### config.mk
export PLATFORM = sky130hd
export DESIGN_NAME = alu_issue_queue
export DESIGN_NICKNAME = d
export VERILOG_FILES = /design/src/rtl/tinyalu_pkg.sv /design/src/rtl/instr_fifo.sv /design/src/rtl/alu_issue_queue.sv
export SDC_FILE = /design/constraint.sdc
export NUM_CORES = 1
export LEC_CHECK = 0
export ABC_AREA = 1
export BUFFER_PORTS_ARGS = -buffer_cell sky130_fd_sc_hd__buf_4
export CAP_MARGIN = 10
export CORE_MARGIN = 4
export CORE_UTILIZATION = 50
export CTS_CLUSTER_DIAMETER = 100
export DETAILED_ROUTE_END_ITERATION = 12
export PLACE_DENSITY = 0.74
export SETUP_SLACK_MARGIN = 0.15
export SLEW_MARGIN = 20
export SYNTH_ARGS = -nofsm -noshare
export SYNTH_HDL_FRONTEND = slang
export SYNTH_HIERARCHICAL = 1
export SYNTH_SLANG_ARGS = --single-unit
### constraint.sdc
create_clock -name clk -period 11.2 [get_ports clk]
set_clock_uncertainty 0.2 [all_clocks]
set_input_delay 2.24 -clock clk [delete_from_list [all_inputs] [get_ports clk]]
set_output_delay 2.24 -clock clk [all_outputs]
set_load 0.01 [all_outputs]
### src/rtl/tinyalu_pkg.sv
// Shared types for the ALU issue queue: opcodes, queued instruction record and FSM states.
package tinyalu_pkg;

    // Operand fields are sized for the widest supported DATA_W; narrower
    // instances zero-extend and the unused upper bits trim away.
    localparam int MAX_DATA_W = 32;

    typedef enum logic [2:0] {
        no_op  = 3'd0,
        add_op = 3'd1,
        and_op = 3'd2,
        xor_op = 3'd3,
        mul_op = 3'd4
    } opcode_e;

    typedef struct packed {
        logic [MAX_DATA_W-1:0] a;
        logic [MAX_DATA_W-1:0] b;
        logic [2:0]            op;
    } instr_t;

    typedef enum logic [1:0] {
        IDLE = 2'd0,
        EXEC = 2'd1,
        RESP = 2'd2
    } state_e;

    function automatic logic is_alu_op(input logic [2:0] op);
        return (op >= add_op) && (op <= mul_op);
    endfunction

endpackage

### src/rtl/instr_fifo.sv
// Synchronous FIFO with combinational head read; pointers wrap naturally since DEPTH is a power of two.
module instr_fifo #(
    parameter int WIDTH = 8,
    parameter int DEPTH = 4
) (
    input  logic                     clk,
    input  logic                     reset,
    input  logic                     push,
    input  logic [WIDTH-1:0]         push_data,
    input  logic                     pop,
    output logic [WIDTH-1:0]         pop_data,
    output logic                     full,
    output logic                     empty,
    output logic [$clog2(DEPTH):0]   count
);
    localparam int PTR_W = $clog2(DEPTH);

    logic [WIDTH-1:0] mem [DEPTH];
    logic [PTR_W-1:0] wr_ptr_reg;
    logic [PTR_W-1:0] rd_ptr_reg;
    logic [PTR_W:0]   count_reg;
    logic             do_push;
    logic             do_pop;

    assign full     = (count_reg == (PTR_W+1)'(DEPTH));
    assign empty    = (count_reg == '0);
    assign do_push  = push && !full;
    assign do_pop   = pop && !empty;
    assign pop_data = mem[rd_ptr_reg];
    assign count    = count_reg;

    always_ff @(posedge clk) begin
        if (do_push) begin
            mem[wr_ptr_reg] <= push_data;
        end
    end

    always_ff @(posedge clk or posedge reset) begin
        if (reset) begin
            wr_ptr_reg <= '0;
            rd_ptr_reg <= '0;
            count_reg  <= '0;
        end else begin
            if (do_push) wr_ptr_reg <= wr_ptr_reg + PTR_W'(1);
            if (do_pop)  rd_ptr_reg <= rd_ptr_reg + PTR_W'(1);
            case ({do_push, do_pop})
                2'b10:   count_reg <= count_reg + (PTR_W+1)'(1);
                2'b01:   count_reg <= count_reg - (PTR_W+1)'(1);
                default: count_reg <= count_reg;
            endcase
        end
    end

endmodule

### src/rtl/alu_issue_queue.sv
// Queues ALU instructions, issues them one at a time to an external ALU and
// returns one response per instruction, with bypass for no-op/illegal ops and a done timeout.
module alu_issue_queue
    import tinyalu_pkg::*;
#(
    parameter int DATA_W  = 8,
    parameter int DEPTH   = 4,
    parameter int TIMEOUT = 255
) (
    input  logic                   clk,
    input  logic                   reset,
    input  logic                   in_valid,
    output logic                   in_ready,
    input  logic [DATA_W-1:0]      in_a,
    input  logic [DATA_W-1:0]      in_b,
    input  logic [2:0]             in_op,
    output logic                   alu_start,
    output logic [DATA_W-1:0]      alu_a,
    output logic [DATA_W-1:0]      alu_b,
    output logic [2:0]             alu_op,
    input  logic                   alu_done,
    input  logic [2*DATA_W-1:0]    alu_result,
    output logic                   out_valid,
    input  logic                   out_ready,
    output logic [2*DATA_W-1:0]    out_result,
    output logic [2:0]             out_op,
    output logic                   out_err,
    output logic                   out_timeout,
    output logic [$clog2(DEPTH):0] count,
    output logic                   busy
);
    localparam int TMO_W = $clog2(TIMEOUT + 1);

    instr_t              push_instr;
    instr_t              head_instr;
    logic [$bits(instr_t)-1:0] unused_head;
    logic                fifo_full;
    logic                fifo_empty;
    logic                launch;
    logic                head_is_alu;
    logic                tmo_hit;
    state_e              state_reg;
    state_e              state_next;
    logic [TMO_W-1:0]    tmo_cnt_reg;
    logic [DATA_W-1:0]   alu_a_reg;
    logic [DATA_W-1:0]   alu_b_reg;
    logic [2:0]          alu_op_reg;
    logic [2*DATA_W-1:0] out_result_reg;
    logic                out_err_reg;
    logic                out_timeout_reg;

    always_comb begin
        push_instr                = '0;
        push_instr.a[DATA_W-1:0]  = in_a;
        push_instr.b[DATA_W-1:0]  = in_b;
        push_instr.op             = in_op;
    end

    instr_fifo #(
        .WIDTH($bits(instr_t)),
        .DEPTH(DEPTH)
    ) u_instr_fifo (
        .clk       (clk),
        .reset     (reset),
        .push      (in_valid && in_ready),
        .push_data (push_instr),
        .pop       (launch),
        .pop_data  (head_instr),
        .full      (fifo_full),
        .empty     (fifo_empty),
        .count     (count)
    );

    assign unused_head = head_instr;

    // A new instruction leaves the queue from IDLE, or straight from RESP on
    // the edge its predecessor's response is accepted.
    assign launch      = !fifo_empty &&
                         ((state_reg == IDLE) || ((state_reg == RESP) && out_ready));
    assign head_is_alu = is_alu_op(head_instr.op);
    assign tmo_hit     = (tmo_cnt_reg == TMO_W'(TIMEOUT - 1));

    always_ff @(posedge clk or posedge reset) begin
        if (reset) state_reg <= IDLE;
        else       state_reg <= state_next;
    end

    always_comb begin
        state_next = state_reg;
        case (state_reg)
            IDLE: if (launch) state_next = head_is_alu ? EXEC : RESP;
            EXEC: if (alu_done || tmo_hit) state_next = RESP;
            RESP: begin
                if (out_ready) begin
                    if (launch) state_next = head_is_alu ? EXEC : RESP;
                    else        state_next = IDLE;
                end
            end
            default: state_next = IDLE;
        endcase
    end

    always_ff @(posedge clk or posedge reset) begin
        if (reset) begin
            tmo_cnt_reg     <= '0;
            alu_a_reg       <= '0;
            alu_b_reg       <= '0;
            alu_op_reg      <= '0;
            out_result_reg  <= '0;
            out_err_reg     <= 1'b0;
            out_timeout_reg <= 1'b0;
        end else if (launch) begin
            alu_a_reg   <= head_instr.a[DATA_W-1:0];
            alu_b_reg   <= head_instr.b[DATA_W-1:0];
            alu_op_reg  <= head_instr.op;
            tmo_cnt_reg <= '0;
            if (!head_is_alu) begin
                out_result_reg  <= '0;
                out_err_reg     <= (head_instr.op > mul_op);
                out_timeout_reg <= 1'b0;
            end
        end else if (state_reg == EXEC) begin
            if (alu_done) begin
                out_result_reg  <= alu_result;
                out_err_reg     <= 1'b0;
                out_timeout_reg <= 1'b0;
            end else if (tmo_hit) begin
                out_result_reg  <= '0;
                out_err_reg     <= 1'b0;
                out_timeout_reg <= 1'b1;
            end else begin
                tmo_cnt_reg <= tmo_cnt_reg + TMO_W'(1);
            end
        end
    end

    assign in_ready    = !fifo_full;
    assign alu_start   = (state_reg == EXEC);
    assign alu_a       = alu_a_reg;
    assign alu_b       = alu_b_reg;
    assign alu_op      = alu_op_reg;
    assign out_valid   = (state_reg == RESP);
    assign out_result  = out_result_reg;
    assign out_op      = alu_op_reg;
    assign out_err     = out_err_reg;
    assign out_timeout = out_timeout_reg;
    assign busy        = (state_reg != IDLE) || (count != '0);

endmodule

==> flow_metrics.tcl <==
set metrics [dict create \
    path_cells "buf_4 -> o21ai_4 -> inv_2 -> nand2_1 -> inv_1 -> ha_1 -> inv_1 -> fa_1 -> o21ai_0" \
    fmax_ghz 0.218 \
    min_period_over_period_pct 41.0 \
    cap_violations 0 \
    path_clk_slew_ns 0.06 \
    cts.sinks 130 \
    final_cells 810 \
    clockBufferDepth 2 \
    hpwl_microns 7430 \
    syn_inst 597 \
    setup_tns_ns 0 \
    yosys_warnings 6 \
    cts.root.buffer_cell "clkbuf_16" \
    grt_max_degree 78 \
    vias 4158 \
    grtUsageTotal_pct 18.9 \
    design.die.area_sq_mm 0.0134 \
    wire_per_inst_microns 15.0 \
    cts_resized 0 \
    cts_max_level 4 \
    critPathKind "input pin to flop" \
    crit_arrival_ns 4.72 \
    cts_setup_buffers 0 \
    power_density_mw_per_mm2 280 \
    first_pass_iters 5 \
    grt_pass1_vias 4256 \
    num_rows 39 \
    crit_fanout 44 \
    clk_latency_ns 0.40 \
    status "finished, final reports clean" \
    ant_nets 0 \
    cpMostUsedCell "inv_1" \
    coreArea_sq_mm 0.0114 \
    peakVddDrop_v 0.000166 \
    die_x_microns 116 \
    grt_setup_unrepaired "false" \
    fin_nets 702 \
    setup_viol 0 \
    cts_hold_buf 0 \
    drt_iter0_markers 404 \
    start_util_pct 51.0 \
    final_layout_size_suffix_gt1_share_pct 20.1 \
    crit_path_max_incr_delay_ns 0.67 \
    place_inst 778 \
    cts_tree "built" \
    slowest_stage "o21ai_4" \
    required_ns 11.33 \
    worstSetupStartpointType "input pin" \
    layout_setup_ws_ns 6.61 \
    viasPerCell 5.13 \
    min_period_ns 4.59 \
    synth_nets 645 \
    worstMarginPinSlew_ns 0.910 \
    wirelength_microns 12100 \
    relSlewSlack_pct 39.3 \
    grt_antenna_before_repair 0 \
    power_leakage_nw 3.28 \
    syn2layout_area_growth_pct 19.8 \
    io_buffers 86 \
    numCtsBuffers 17 \
    largest_reg_flops 76 \
    slew_viol_final 0 \
    grt_pass1_wl_microns 19900 \
    die_h_microns 116 \
    critPathCaptureType "flop" \
    syn_area_per_cell_sq_um 9.76 \
    io_pins 87 \
    diodes 0 \
    hp-class "flop to flop" \
    place_congestion 0.775 \
    gr-total-overflow 0 \
    drc_errors 0 \
    post-place-ws_ns 6.20 \
    synth_area_sq_mm 0.00583 \
    hold_violations 0 \
]
[routing by layer]
metal	vias up	part of all wire [%]	global-route usage (%)
li1	2029	-	-
met1	1999	42	23.7
met2	118	51	32.9
met3	12	6.1	4.33
met4	0	0.95	5.57
met5	-	0	0
[critical path, delay by kind of cell]
kind,cells,cell delay (ns)
buffers and inverters,4,0.83
adders and majority gates,2,0.60
AOI/OAI and AO/OA,2,0.81
and+or+nand+nor,1,0.22
[cell usage in the layout (no fill, tap or decap), types with 2 or more instances in the layout]
cell type,instances
inv_8,2
nor3_1,2
nor2_1,29
nand2_2,3
inv_2,2
inv_6,6
buf_4,87
edfxtp_1,76
xor2_1,2
nor2_2,2
inv_1,66
o211ai_1,39
clkbuf_16,17
nand3_1,40
ha_1,7
clkinv_2,4
nand2_1,206
dfrtp_1,54
nor2_4,4
clkinvlp_4,4
o21ai_0,7
[stage by stage]
step | utilization (%) | instance area (sq um) | total power [W] | hold WS (ns)
6_report | 61.1 | 6980 | 0.00196 | 0.305
5_1_grt | 61.1 | 6980 | 0.00209 | 0.328
4_1_cts | 61.0 | 6960 | 0.00197 | 0.304
3_5_place_dp | 56.0 | 6390 | 0.00143 | 0.281
3_3_place_gp | 55.9 | 6380 | 0.00139 | 0.287
2_1_floorplan | - | 5830 | 0.00124 | 0.283
[area by class of cell]
cell class / count / area (sq um)
Fill cell: 916 / 4440
Sequential cell: 130 / 3630
Multi-Input combinational cell: 348 / 1680
Timing Repair Buffer: 87 / 653
Clock buffer: 17 / 425
Inverter: 70 / 265
Tap cell: 143 / 179
Clock inverter: 15 / 145
[power by group]
part / leakage (nW) / internal [W] / switching (W) / total (W)
clock network: 0.271 / 0.000311 / 0.000218 / 0.000530
registers: 1.39 / 0.000645 / 0.0000693 / 0.000715
logic: 1.62 / 0.000245 / 0.000468 / 0.000713
total: 3.28 / 0.00120 / 0.000756 / 0.00196
[worst paths after layout]
check	start	end	slack, ns	cells past startpoint
setup / recovery	out_ready	u_instr_fifo/count[1]$_DFFE_PP0P_	6.61	9
hold / removal	alu_b[2]$_DFFE_PP0N_	alu_b[2]$_DFFE_PP0N_	0.30	2
setup reg to reg	u_instr_fifo/count[0]$_DFFE_PP0P_	u_instr_fifo/count[2]$_DFFE_PP0P_	7.93	15
hold reg to reg	alu_b[2]$_DFFE_PP0N_	alu_b[2]$_DFFE_PP0N_	0.30	2
max in group asynchronous	reset	alu_op[0]$_DFFE_PP0N_	8.49	2
min in group asynchronous	reset	u_instr_fifo/count[1]$_DFFE_PP0P_	1.59	2
Note: power is estimated with default switching activity, not from simulation.
